$ cat src/rtl/i2c_core_master.sv
// i2c_core_master: turns one 36-bit core read/write request into the I2C byte sequence of the core-memory slave.
// Define I2C_CORE_RETRY_EN to restart the whole transaction after a slave NACK (up to RETRIES times).
module i2c_core_master #(
  parameter logic [6:0] DEVADDR = 7'h2A
`ifdef I2C_CORE_RETRY_EN
  , parameter int RETRIES = 3
`endif
) (
  input  logic        clk,
  input  logic        reset,
  input  logic        ok,
  input  logic        req,
  input  logic        wr,
  input  logic [17:0] addr,
  input  logic [35:0] wdata,
  output logic [35:0] rdata,
  output logic        ack,
  output logic        err,
  output logic        busy,
  output logic        phy_start,
  output logic        phy_stop,
  output logic        phy_wr,
  output logic        phy_rd,
  output logic        phy_last,
  output logic [7:0]  phy_tx,
  input  logic [7:0]  phy_rx,
  input  logic        phy_done,
  input  logic        phy_nack
);

  typedef enum logic [3:0] {
    S_IDLE, S_START, S_DEV, S_ADDR, S_DATA, S_RSTART,
    S_RDEV, S_RDUMMY, S_RDATA, S_STOP, S_DONE
  } state_t;

  state_t      state;
  logic [2:0]  n;
  logic        pend;
  logic        nack_seen;
  logic        wr_q;
  logic [17:0] addr_q;
  logic [35:0] wdata_q;
  logic [35:0] rbuf;
`ifdef I2C_CORE_RETRY_EN
  logic [3:0]  retry_cnt;
`endif

  // Only the low six bits of a received byte carry core data.
  logic unused_rx;
  assign unused_rx = ^phy_rx[7:6];

  function automatic logic [5:0] addr_grp(input logic [17:0] a, input logic [2:0] i);
    logic [17:0] t;
    t = a >> (6 * (2 - i));
    return t[5:0];
  endfunction

  function automatic logic [5:0] data_grp(input logic [35:0] d, input logic [2:0] i);
    logic [35:0] t;
    t = d >> (6 * (5 - i));
    return t[5:0];
  endfunction

  always_ff @(posedge clk) begin
    if (reset) begin
      state     <= S_IDLE;
      n         <= '0;
      pend      <= 1'b0;
      nack_seen <= 1'b0;
      wr_q      <= 1'b0;
      addr_q    <= '0;
      wdata_q   <= '0;
      rbuf      <= '0;
      rdata     <= '0;
      ack       <= 1'b0;
      err       <= 1'b0;
      busy      <= 1'b0;
      phy_start <= 1'b0;
      phy_stop  <= 1'b0;
      phy_wr    <= 1'b0;
      phy_rd    <= 1'b0;
      phy_last  <= 1'b0;
      phy_tx    <= '0;
`ifdef I2C_CORE_RETRY_EN
      retry_cnt <= '0;
`endif
    end else if (ok) begin
      ack       <= 1'b0;
      err       <= 1'b0;
      phy_start <= 1'b0;
      phy_stop  <= 1'b0;
      phy_wr    <= 1'b0;
      phy_rd    <= 1'b0;
      phy_last  <= 1'b0;
      case (state)
        S_IDLE: begin
          if (req) begin
            wr_q      <= wr;
            addr_q    <= addr;
            wdata_q   <= wdata;
            busy      <= 1'b1;
            nack_seen <= 1'b0;
            n         <= '0;
            pend      <= 1'b0;
`ifdef I2C_CORE_RETRY_EN
            retry_cnt <= '0;
`endif
            state     <= S_START;
          end
        end
        S_DONE: begin
          ack   <= 1'b1;
          err   <= nack_seen;
          busy  <= 1'b0;
          if (!wr_q && !nack_seen) rdata <= rbuf;
          state <= S_IDLE;
        end
        default: begin
          if (!pend) begin
            // Issue this step's single command; phy_tx stays put until the next write.
            pend <= 1'b1;
            case (state)
              S_START, S_RSTART: phy_start <= 1'b1;
              S_STOP:            phy_stop  <= 1'b1;
              S_DEV:    begin phy_wr <= 1'b1; phy_tx <= {DEVADDR, 1'b0}; end
              S_RDEV:   begin phy_wr <= 1'b1; phy_tx <= {DEVADDR, 1'b1}; end
              S_ADDR:   begin phy_wr <= 1'b1; phy_tx <= {2'b00, addr_grp(addr_q, n)}; end
              S_DATA:   begin phy_wr <= 1'b1; phy_tx <= {2'b00, data_grp(wdata_q, n)}; end
              S_RDUMMY: phy_rd <= 1'b1;
              S_RDATA:  begin phy_rd <= 1'b1; phy_last <= (n == 3'd5); end
              default: ;
            endcase
          end else if (phy_done) begin
            pend <= 1'b0;
            n    <= '0;
            if (phy_nack && (state == S_DEV || state == S_ADDR ||
                             state == S_DATA || state == S_RDEV)) begin
              nack_seen <= 1'b1;
              state     <= S_STOP;
            end else begin
              case (state)
                S_START:  state <= S_DEV;
                S_DEV:    state <= S_ADDR;
                S_ADDR:   if (n != 3'd2) n <= n + 3'd1;
                          else state <= wr_q ? S_DATA : S_RSTART;
                S_DATA:   if (n != 3'd5) n <= n + 3'd1; else state <= S_STOP;
                S_RSTART: state <= S_RDEV;
                S_RDEV:   state <= S_RDUMMY;
                S_RDUMMY: if (n != 3'd1) n <= n + 3'd1; else state <= S_RDATA;
                S_RDATA: begin
                  rbuf <= {rbuf[29:0], phy_rx[5:0]};
                  if (n != 3'd5) n <= n + 3'd1; else state <= S_STOP;
                end
                S_STOP: begin
`ifdef I2C_CORE_RETRY_EN
                  if (nack_seen && retry_cnt < 4'(RETRIES)) begin
                    retry_cnt <= retry_cnt + 4'd1;
                    nack_seen <= 1'b0;
                    state     <= S_START;
                  end else begin
                    state <= S_DONE;
                  end
`else
                  state <= S_DONE;
`endif
                end
                default: state <= S_IDLE;
              endcase
            end
          end
        end
      endcase
    end
  end

endmodule
$ cat config.mk
export PLATFORM = sky130hd
export DESIGN_NAME = i2c_core_master
export DESIGN_NICKNAME = d
export VERILOG_FILES = /design/src/rtl/i2c_core_master.sv
export SDC_FILE = /design/constraint.sdc
export NUM_CORES = 1
export LEC_CHECK = 0
export BUFFER_PORTS_ARGS = -buffer_cell sky130_fd_sc_hd__buf_2
export CELL_PAD_IN_SITES_DETAIL_PLACEMENT = 1
export CELL_PAD_IN_SITES_GLOBAL_PLACEMENT = 1
export CORE_MARGIN = 5
export CORE_UTILIZATION = 45
export DETAILED_ROUTE_END_ITERATION = 6
export PLACE_DENSITY = 0.92
export REMOVE_ABC_BUFFERS = 1
export SLEW_MARGIN = 10
export SYNTH_ARGS = -nofsm -noshare
export SYNTH_HDL_FRONTEND = slang
export SYNTH_SLANG_ARGS = --single-unit
$ cat constraint.sdc
create_clock -name clk -period 8.7 [get_ports clk]
set_clock_uncertainty 0.1 [all_clocks]
set_input_delay 0.435 -clock clk [delete_from_list [all_inputs] [get_ports clk]]
set_output_delay 0.435 -clock clk [all_outputs]
set_load 0.05 [all_outputs]
# ---- Word level (Yosys, flattened, before mapping)
# Index checks and enable logic that the tools add are counted.
dict set report word_totals {
  ff_bits 152
  input_bits 69
  elab_cells 123
}
dict set report op_classes {
  add_sub_neg 3
  n_mul 2
  eq_ne 18
  n_shift 2
  n_mux 47
  bitwise 4
  reduce_logical 29
}
# operator count
set op_table {}
lappend op_table {{$mul A2 B32 Y31 const A} 2}
lappend op_table {{$shr A36 B32 Y6} 1}
lappend op_table {{$pmux W4 S8} 1}
lappend op_table {{$pmux W8 S4} 1}
lappend op_table {{$shr A18 B32 Y6} 1}
lappend op_table {{$mux W4} 7}
lappend op_table {{$mux W1} 25}
lappend op_table {{$mux W3} 7}
lappend op_table {{$eq A4 B3 Y1 const B} 4}
lappend op_table {{$eq A4 B4 Y1 const B} 3}
lappend op_table {{$reduce_and A3 Y1} 4}
lappend op_table {{$reduce_and A6 Y1} 2}
lappend op_table {{$ne A5 B3 Y1 const B} 2}
lappend op_table {{$pmux W3 S3} 1}
lappend op_table {{$eq A4 B2 Y1 const B} 2}
lappend op_table {{$pmux W4 S2} 1}
lappend op_table {{$reduce_bool A2 Y1} 4}
lappend op_table {{$reduce_or A2 Y1} 4}
lappend op_table {{$reduce_and A7 Y1} 1}
lappend op_table {{$pmux W1 S2} 3}
lappend op_table {{$pmux W3 S2} 1}
lappend op_table {{$reduce_bool A3 Y1} 2}
lappend op_table {{$ne A5 B5 Y1 const B} 1}
lappend op_table {{$reduce_and A5 Y1} 1}
lappend op_table {{17 further kinds} 24}

# ---- Depth between registers and ports, before layout
# Gate-level depths: netlist (run 1).
dict set report depth {
  depth_word 9
  ltp_mapped 12
  ltp_nobuf 10
}

# ---- Worst setup path after synthesis (run 1)
# OpenSTA, ideal clock, no wires.
dict set report synth_timing {
  path_type {reg-to-reg}
  start {reg n[0]}
  end {reg phy_tx[4]}
  setup_ps 116
  t_arrival_ps 2881
  required_time_ps 8484
  path_slack_ps 5603
  stages_incl_launch_ff 11
  synth_period_minus_slack_ps 3097
  path_cell_list {dfxtp_1 > buf_2 > clkinv_1 > ha_1 > fa_1 > clkbuf_1 > clkbuf_1 > o311ai_0 > o311a_1 > o21a_1 > a41o_1}
}
dict set report synth_via {
  elab_chain_len 4
  elab_cells_between_ends 7
  classes_between {add/sub: 2; mul: 2; shift: 2; mux: 1}
}
# item line_no
set synth_lines {}
lappend synth_lines {{start, declared} 37} ;# logic [2:0] n;
lappend synth_lines {{start signal, assigned} 144} ;# S_ADDR: if (n != 3'd2) n <= n + 3'd1;
lappend synth_lines {{$sub A3 B3 Y4 or $sub A2 B3 Y4 (tied branches)} {60, 54}}
lappend synth_lines {{$mul A2 B32 Y31 (on tied branches)} {60, 54}}
lappend synth_lines {{$shr A36 B32 Y6 or $shr A18 B32 Y6 (tied branches)} {60, 54}}
lappend synth_lines {{$pmux W8 S4 (*)} 122} ;# case (state)
lappend synth_lines {{end signal, assigned} 125} ;# S_DEV: begin phy_wr <= 1'b1; phy_tx <= {DEVADDR, 1'b0}; end
lappend synth_lines {{end signal, assigned} 126} ;# S_RDEV: begin phy_wr <= 1'b1; phy_tx <= {DEVADDR, 1'b1}; end
lappend synth_lines {{end signal, assigned} 127} ;# S_ADDR: begin phy_wr <= 1'b1; phy_tx <= {2'b00, addr_grp(addr_q, n)}; end
lappend synth_lines {{end, declared} 25} ;# output logic [7:0] phy_tx,
# Every way passes the cells marked *; elsewhere a longest branch is shown, timed or not. The select of a mux whose other input is x is not followed.
# A chain may end at the register's enable or synchronous reset.

# ---- Final worst setup path (run 1)
dict set report layout_timing {
  start {reg n[1]}
  end {reg phy_tx[3]}
}
# The elaborated chain is that of the path after synthesis.

==> metrics.md, run 1 <==
| Metric | Value |
|---|---|
| Mapped Area | `7465 um^2` |
| Layout area overhead | `16.14%` |
| Hold Path Class | `in -> reg` |
| Most frequent cells in the layout | `nand2_1, dfxtp_1, a21oi_1` |
| Crit path arrival time | `3820 ps` |
| Placed cell count | `1206` |
| Critical path startpoint category | `flip-flop` |
| 1st-iter DRT viols | `535` |
| DP Wirelength | `14660 um` |
| Post-synth top area share | `40.50%` |
| Yosys top cell by area | `dfxtp_1` |
| Initial antenna violation count | `2` |
| Routed via count | `7263` |
| Switching power | `0.4498 mW` |
| DIE HEIGHT | `138.8 um` |
| Final setup violation count | `0` |
| Critical path required time | `8940 ps` |
| Hold Violations, Final | `0` |
| Drt drc | `0` |
| Sequential share of power | `45.0%` |
| Cts hold-fix bufs | `0` |
| Clock period minus worst slack | `3574 ps` |
| Setup TNS | `0 ps` |
| Clk slew on worst S/H paths | `80 ps` |
| Sw Share | `27.78%` |
| Status | `finished clean` |
| GR Overflow Total | `0` |
| PnR Total Power | `1.619 mW` |
| Worst setup path class | `reg -> reg` |
| GP Congestion | `0.8469` |
| Leakage power | `3.288 nW` |
| CTS tree | `yes` |
| Syn avg cell area | `7.992 um^2` |
| Number of synthesized register bits | `151` |
| Pin count of the biggest net entering global routing | `77` |
| CP max FO | `17` |
| # port buffers | `117` |
| Number of synthesized flops with an enable pin | `0` |
| Final setup margin | `5126 ps` |
| Synth area leaders | `dfxtp_1, nand2_1, a21oi_1, mux4_2, mux2i_1` |
| Reg2reg path depth | `10` |
| Peak Freq | `0.2798 GHz` |
| Vias in the first global route | `7544` |
| Power per standard cell area | `186.8 nW/um^2` |
| Ant. Diodes | `0` |
| CTS resizes | `0` |
| Standard-cell rows | `47` |
| First-pass GRT wire length | `38870 um` |
| Leading cell type in the layout, fill and taps excluded | `nand2_1` |
| Total CTS buffers | `17` |
| Starting Density | `45.50%` |
| Die width | `138.8 um` |
| I/O Pins | `121` |
| Core Region | `16410 um^2` |
| DR vias/cell | `5.867` |
| Max Cap Viol | `0` |
| TritonRoute pass-1 iters | `5` |
| Final Max Tran Viols | `0` |
| Power share of the clock group | `48.0%` |
| DP Worst Slack | `5238 ps` |
| Worst setup path end | `phy_tx[3]` |
| Routed wire per std cell | `19.24 um` |
| DIE AREA | `19260 um^2` |
| R2R Setup Slk | `5130 ps` |
| Measured slew at the worst slew-check pin | `1275 ps` |
| Commonest register cell after synthesis | `dfxtp_1` |
| RR Startpoint | `n[1]` |
| Sink Count | `151` |
| Fin nets | `1086` |
| Post-DRT Antenna Nets | `0` |
| Fin cells | `1238` |
| Setup crit end kind | `flip-flop` |
| Clk buf depth | `2` |
| Setup Fix Bufs, Post-CTS | `0` |
| Pint | `1.169 mW` |
| Clk Latency, worst-skew pair | `440 ps` |
| WHS | `122.1 ps` |
| Synth Instances | `934` |
| FFs w/ async S/R, synth | `0%` |
| Yosys cell types | `72` |
| YS warnings | `0` |
| Final core utilization | `52.84%` |
| Overall Global Routing Usage | `24.35%` |
| Final worst path period share | `41.08%` |
| RSZ-0062 raised after global routing | `false` |
| Share of layout cells above drive strength 1 | `18.96%` |
| Worst rel slew slack | `14.41%` |
| DRT Wirelength | `23820 um` |
| Combinational Power Share | `7.0%` |
| H-Tree Depth | `4` |
| Final Cell Area | `8670 um^2` |
| Placed cell areas | `8041 um^2` |
| Root buffer cell | `clkbuf_16` |
| R2R Path End | `phy_tx[3]` |
| Seq/Total Area, Yosys | `40.50%` |
| Maximum ir drop on the vdd rail | `0.1437 mV` |
| Critical path launch point | `n[1]` |
==> Yosys cell counts (all sizes together), types with 3 or more instances <==
cell and n:
nor3 12, nor2b 11, a311o 3, o21ai 18, a31oi 5, o22ai 3
mux2i 21, o31ai 3, nand2 295, clkbuf 31, or3 4, dfxtp 151
a41oi 3, a211oi 9, a21o 5, nor4 4, nand4 4, a21oi 145
o211ai 4, mux4 18, xnor2 4, nand3 18, or2 3, o2111ai 4
a221oi 5, o21a 4, ha 11, buf 41, inv 9, a22oi 8
and3 3, and2 5, xor2 3, nand2b 5, nor2 26
==> power by group through the flow <==
stage	logic [mW]	registers, mW	clock network [mW]
after floorplan	0.0616	0.741	0
after global placement	0.106	0.743	0
after detailed placement	0.111	0.744	0
after CTS	0.114	0.728	0.784
after global routing	0.126	0.731	0.818
final	0.114	0.729	0.777
==> final cells by class <==
| cell class | instances | area (um^2) |
|---|---|---|
| timing repair buffer | 124 | 640.6 |
| multi-input combinational | 700 | 4061 |
| sequential | 151 | 3023 |
| clock inverter | 15 | 202.7 |
| clock buffer | 17 | 425.4 |
| fill | 2030 | 7737 |
| inverter | 11 | 41.29 |
| tap | 220 | 275.3 |
==> routing by layer <==
metal	part of all wire, %	track usage (%)
met5	0.11	0
met4	3.5	9.629
met3	6.5	7.586
met2	51	42.73
met1	39	27.61
==> logic make-up after synthesis <==
kind of cell	count (synthesis)	synth area share, %
flip-flops	151	40.50
XOR/XNOR	8	1.157
AND/OR/NAND/NOR	395	22.36
adder cells (fa/ha/maj)	12	2.112
multiplexers	40	8.398
AO/OA/AOI/OAI	244	20.10
buffers and inverters	83	5.330
other	1	0.05024
==> registers in the layout, indices dropped and copies added (netlist names), 3 cells and up <==
| name | count |
|---|---|
| rdata | 36 |
| n | 3 |
| wdata_q | 36 |
| addr_q | 18 |
| state | 4 |
| rbuf | 36 |
| phy_tx | 7 |
==> worst min-delay path by stage <==
stage,from,endpoint,depth (start not counted),slack (ps)
after CTS,phy_rx[0],rbuf[0],3,120
final,phy_rx[0],rbuf[0],3,120
after floorplan,rbuf[30],rdata[30],2,330
after global routing,phy_rx[1],rbuf[1],3,110
after global placement,rdata[16],rdata[16],2,340
after detailed placement,rdata[6],rdata[6],2,340
==> worst max-delay path, stage by stage (launching register included) <==
cell and delay (ps):
dfxtp_1 570, inv_1 230, ha_1 480, a21oi_1 410, ha_1 360, or2_2 310
o21ai_0 120, nand2_1 200, nor3_1 360, a221oi_1 90, a221oi_1 240
(Power assumes the default switching activity.)
==> inputs of run 2 (changes only) <==
--- a/config.mk
+++ b/config.mk
@@ -5,13 +5,14 @@
 export SDC_FILE = /design/constraint.sdc
 export NUM_CORES = 1
 export LEC_CHECK = 0
+export ABC_AREA = 1
 export BUFFER_PORTS_ARGS = -buffer_cell sky130_fd_sc_hd__buf_2
 export CELL_PAD_IN_SITES_DETAIL_PLACEMENT = 1
 export CELL_PAD_IN_SITES_GLOBAL_PLACEMENT = 1
 export CORE_MARGIN = 5
-export CORE_UTILIZATION = 45
+export CORE_UTILIZATION = 36
 export DETAILED_ROUTE_END_ITERATION = 6
-export PLACE_DENSITY = 0.92
+export PLACE_DENSITY = 0.83
 export REMOVE_ABC_BUFFERS = 1
 export SLEW_MARGIN = 10
 export SYNTH_ARGS = -nofsm -noshare
==> constraint.sdc (replaced) <==
create_clock -name clk -period 3.2 [get_ports clk]
set_clock_uncertainty 0.1 [all_clocks]
set_input_delay 0.16 -clock clk [delete_from_list [all_inputs] [get_ports clk]]
set_output_delay 0.16 -clock clk [all_outputs]
set_load 0.05 [all_outputs]
==> run 2 against run 1 <==
  * Sequential power increased to 3.2 times the previous value
  * Routed wire length grew 2.3%
  * Cell count grew 25%
  * Combinational power increased to 36 times the previous value
  * Worst setup slack worse by 4800 ps
  * First-iteration DRC count shrank 21%
  * Maximum frequency increased by 24%
  * Critical endpoint unchanged
==> metrics.md, run 2 <==
| Metric | Value |
|---|---|
| Clk slew on worst S/H paths | `70 ps (about the same)` |
| Layout area overhead | `28.53%` |
| Xor/xnor share of the synthesized area | `0.4795% (-0.68 points)` |
| Top cells by count, synth | `nor2_1, nand2_1, o21ai_0` |
| Fin cells | `1548 (+25%)` |
| Sink Count | `151 (unchanged)` |
| Initial antenna violation count | `2 (unchanged)` |
| YS warnings | `0 (unchanged)` |
| Hold wc startpoint | `phy_nack` |
| Synth Area in Adders | `2.158% (+0.046 points)` |
| Worst setup path class | `reg -> reg` |
| Critical path startpoint category | `flip-flop` |
| GP Congestion | `0.8809 (+4.0%)` |
| Vias in the first global route | `8238 (+9.2%)` |
| Post-synthesis mux area share | `0% (-8.4 points)` |
| Placed cell count | `1453 (+20%)` |
| RSZ-0062 raised after global routing | `false` |
| Layout fillers | `2601 (+28%)` |
| Starting Density | `36.35% (-9.2 points)` |
| Standard-cell rows | `52 (+11%)` |
| Syn avg cell area | `6.607 um^2 (-17%)` |
| Post-synth top area share | `41.37% (+0.87 points)` |
| Total CTS buffers | `17 (unchanged)` |
| Synth area leaders | `dfxtp_1, nor2_1, o21ai_0, nand2_1, nand3_1` |
| DIE HEIGHT | `152.5 um (+9.9%)` |
| CTS resizes | `0 (unchanged)` |
| CP max FO | `17 (unchanged)` |
| R2R Path End | `phy_tx[3]` |
| Core Region | `20100 um^2 (+23%)` |
| H-Tree Depth | `4 (unchanged)` |
| Setup Fix Bufs, Post-CTS | `0 (unchanged)` |
| Leading cell type in the layout, fill and taps excluded | `nor2_1` |
| Maximum ir drop on the vdd rail | `0.4991 mV (+250%)` |
| R2R Setup Slk | `320 ps (-4810 ps)` |
| Post-DRT Antenna Nets | `0 (unchanged)` |
| Clock period minus worst slack | `2881 ps (-692.9 ps)` |
| Final Max Tran Viols | `0 (unchanged)` |
| First-pass GRT wire length | `41280 um (+6.2%)` |
| Yosys cell types | `37 (-49%)` |
| Mapped Area | `7307 um^2 (-2.1%)` |
| Largest family of logic cells by synthesized area | `simple AND/OR/NAND/NOR gates` |
| Number of synthesized flops with an enable pin | `0 (unchanged)` |
| Setup crit end kind | `flip-flop` |
| Post-synthesis compound-gate area fraction | `17.50% (-2.6 points)` |
| Drt drc | `0 (unchanged)` |
| Root buffer cell | `clkbuf_16` |
| Overall Global Routing Usage | `21.14% (-3.2 points)` |
| Routed wire per std cell | `15.75 um (-18%)` |
| Peak Freq | `0.3471 GHz (+24%)` |
| Worst hold path depth | `4 (+1)` |
| Measured slew at the worst slew-check pin | `810.1 ps (-464.6 ps)` |
| Largest regs | `rbuf (36), rdata (36), wdata_q (36)` |
| Leakage power | `4.550 nW (+38%)` |
| Commonest register cell after synthesis | `dfxtp_1` |
| Crit path arrival time | `3090 ps (-730 ps)` |
| FFs w/ async S/R, synth | `0% (unchanged)` |
| RR Startpoint | `n[1]` |
| TritonRoute pass-1 iters | `4 (-1)` |
| Synth Instances | `1106 (+18%)` |
| Final setup violation count | `0 (unchanged)` |
| Hold Crit Endpoint | `n[1]` |
| Power per standard cell area | `910.2 nW/um^2 (+390%)` |
| Yosys top cell by area | `dfxtp_1` |
| Die width | `152.5 um (+9.9%)` |
| Final worst path period share | `90.02% (+49 points)` |
| DR vias/cell | `5.037 (-14%)` |
| Top-count cell post-synth | `nor2_1` |
| Post-Synth Simple-Gate Area | `31.54% (+9.2 points)` |
| Clk buf depth | `2 (unchanged)` |
| Cts hold-fix bufs | `62 (+62)` |
| Seq/Total Area, Yosys | `41.37% (+0.87 points)` |
| Fin nets | `1345 (+24%)` |
| Status | `finished clean` |
| 1st-iter DRT viols | `425 (-21%)` |
| Hold Path Class | `in -> reg` |
| DP Wirelength | `15890 um (+8.4%)` |
| # port buffers | `117 (unchanged)` |
| DRT Wirelength | `24380 um (+2.3%)` |
| Max Cap Viol | `0 (unchanged)` |
| Clk Latency, worst-skew pair | `440 ps (about the same)` |
| Worst rel slew slack | `45.61% (+31 points)` |
| Most frequent cells in the layout | `nor2_1, nand2_1, o21ai_0` |
| PnR Total Power | `8.548 mW (+430%)` |
| I/O Pins | `121 (unchanged)` |
| Reg2reg path depth | `15 (+5)` |
| GR Overflow Total | `0 (unchanged)` |
| Hold Violations, Final | `0 (unchanged)` |
| Critical path required time | `3410 ps (-5530 ps)` |
| Number of synthesized register bits | `151 (unchanged)` |
| DIE AREA | `23250 um^2 (+21%)` |
| Routed via count | `7797 (+7.4%)` |
| Share of layout cells above drive strength 1 | `15.35% (-3.6 points)` |
| CTS tree | `yes` |
| Pin count of the biggest net entering global routing | `62 (-19%)` |
-- run 2: cell count changes after synthesis, moves of 11 or more --
cell     change
o21ai_1     +11
nand3_1     +56
nand2_1     -95
inv_1       +39
mux2i_1     -21
nor2_1     +246
inv_2       +13
o21ai_0    +144
a21oi_1     -84
buf_2       -17
nor2b_1     -11
mux4_2      -18
-- run 2: per-layer routing --
layer	part of all wire (%)	GRT usage (%)	up-vias
li1	-	-	3901
met1	44	25.77	3721
met2	49	36.88	139
met3	4.6	5.709	34
met4	1.8	5.770	2
met5	0.053	0	-
-- run 2: worst max-delay path: stages, from the launching register on --
cell and delay [ps]:
dfxtp_1 430, ha_1 440, buf_4 260, inv_2 170, nor2_1 460, nand2_1 140, nand2_1 120, nor2_1 50
nand2_1 50, nand3_1 70, nand2_1 110, nand2_1 50, nand2_1 70, nand2_1 80, nand2_1 70, a21oi_1 60
-- run 2: kinds of logic (layout without fill, tap and decap cells) --
family,Yosys count,count (layout)
buffers and inverters,122,293
adders and majority gates,12,12
AOI/OAI and AO/OA,248,248
other,1,2
DFF,151,151
xor gates and xnor gates,4,4
and+or+nand+nor,568,568
-- run 2: cell type report --
cell class / count / area, um^2 / area share [%]
Tap cell: 270 / 337.8 / 3.597
Sequential cell: 151 / 3023 / 32.19
Clock inverter: 15 / 201.4 / 2.145
Clock buffer: 17 / 425.4 / 4.530
Multi-Input combinational cell: 833 / 3786 / 40.31
Timing Repair Buffer: 199 / 1381 / 14.71
Inverter: 62 / 234.0 / 2.491
Antenna cell: 1 / 2.502 / 0.02665
-- run 2: power breakdown --
| group | internal [mW] | switching, mW | total [mW] |
|---|---|---|---|
| registers | 2.14 | 0.207 | 2.34 |
| clock network | 1.07 | 0.997 | 2.07 |
| logic | 1.32 | 2.81 | 4.14 |
-- run 2: worst max path at each step --
stage               from  cells past startpoint         to  slack, ps
finish              n[1]                     15  phy_tx[3]        320
global route        n[1]                     10  phy_tx[4]         10
CTS                 n[1]                     12  phy_tx[4]        310
detailed placement  n[1]                     10  phy_tx[4]        360
global placement    n[1]                     15  phy_tx[3]        460
floorplan           n[0]                     13  phy_tx[0]       -220
-- run 2: stage by stage --
step	hold WS (ps)	TNS, ps	utilization [%]	cell area (um^2)	worst slack [ps]
6_report	10.50	0	46.71	9392	319.4
5_1_grt	34.46	0	46.71	9392	14.49
4_1_cts	0.9839	0	46.70	9389	314.4
3_5_place_dp	291.0	0	40.50	8142	355.7
3_3_place_gp	283.5	0	40.50	8142	464.9
2_1_floorplan	129.1	-900.1	-	7036	-217.8
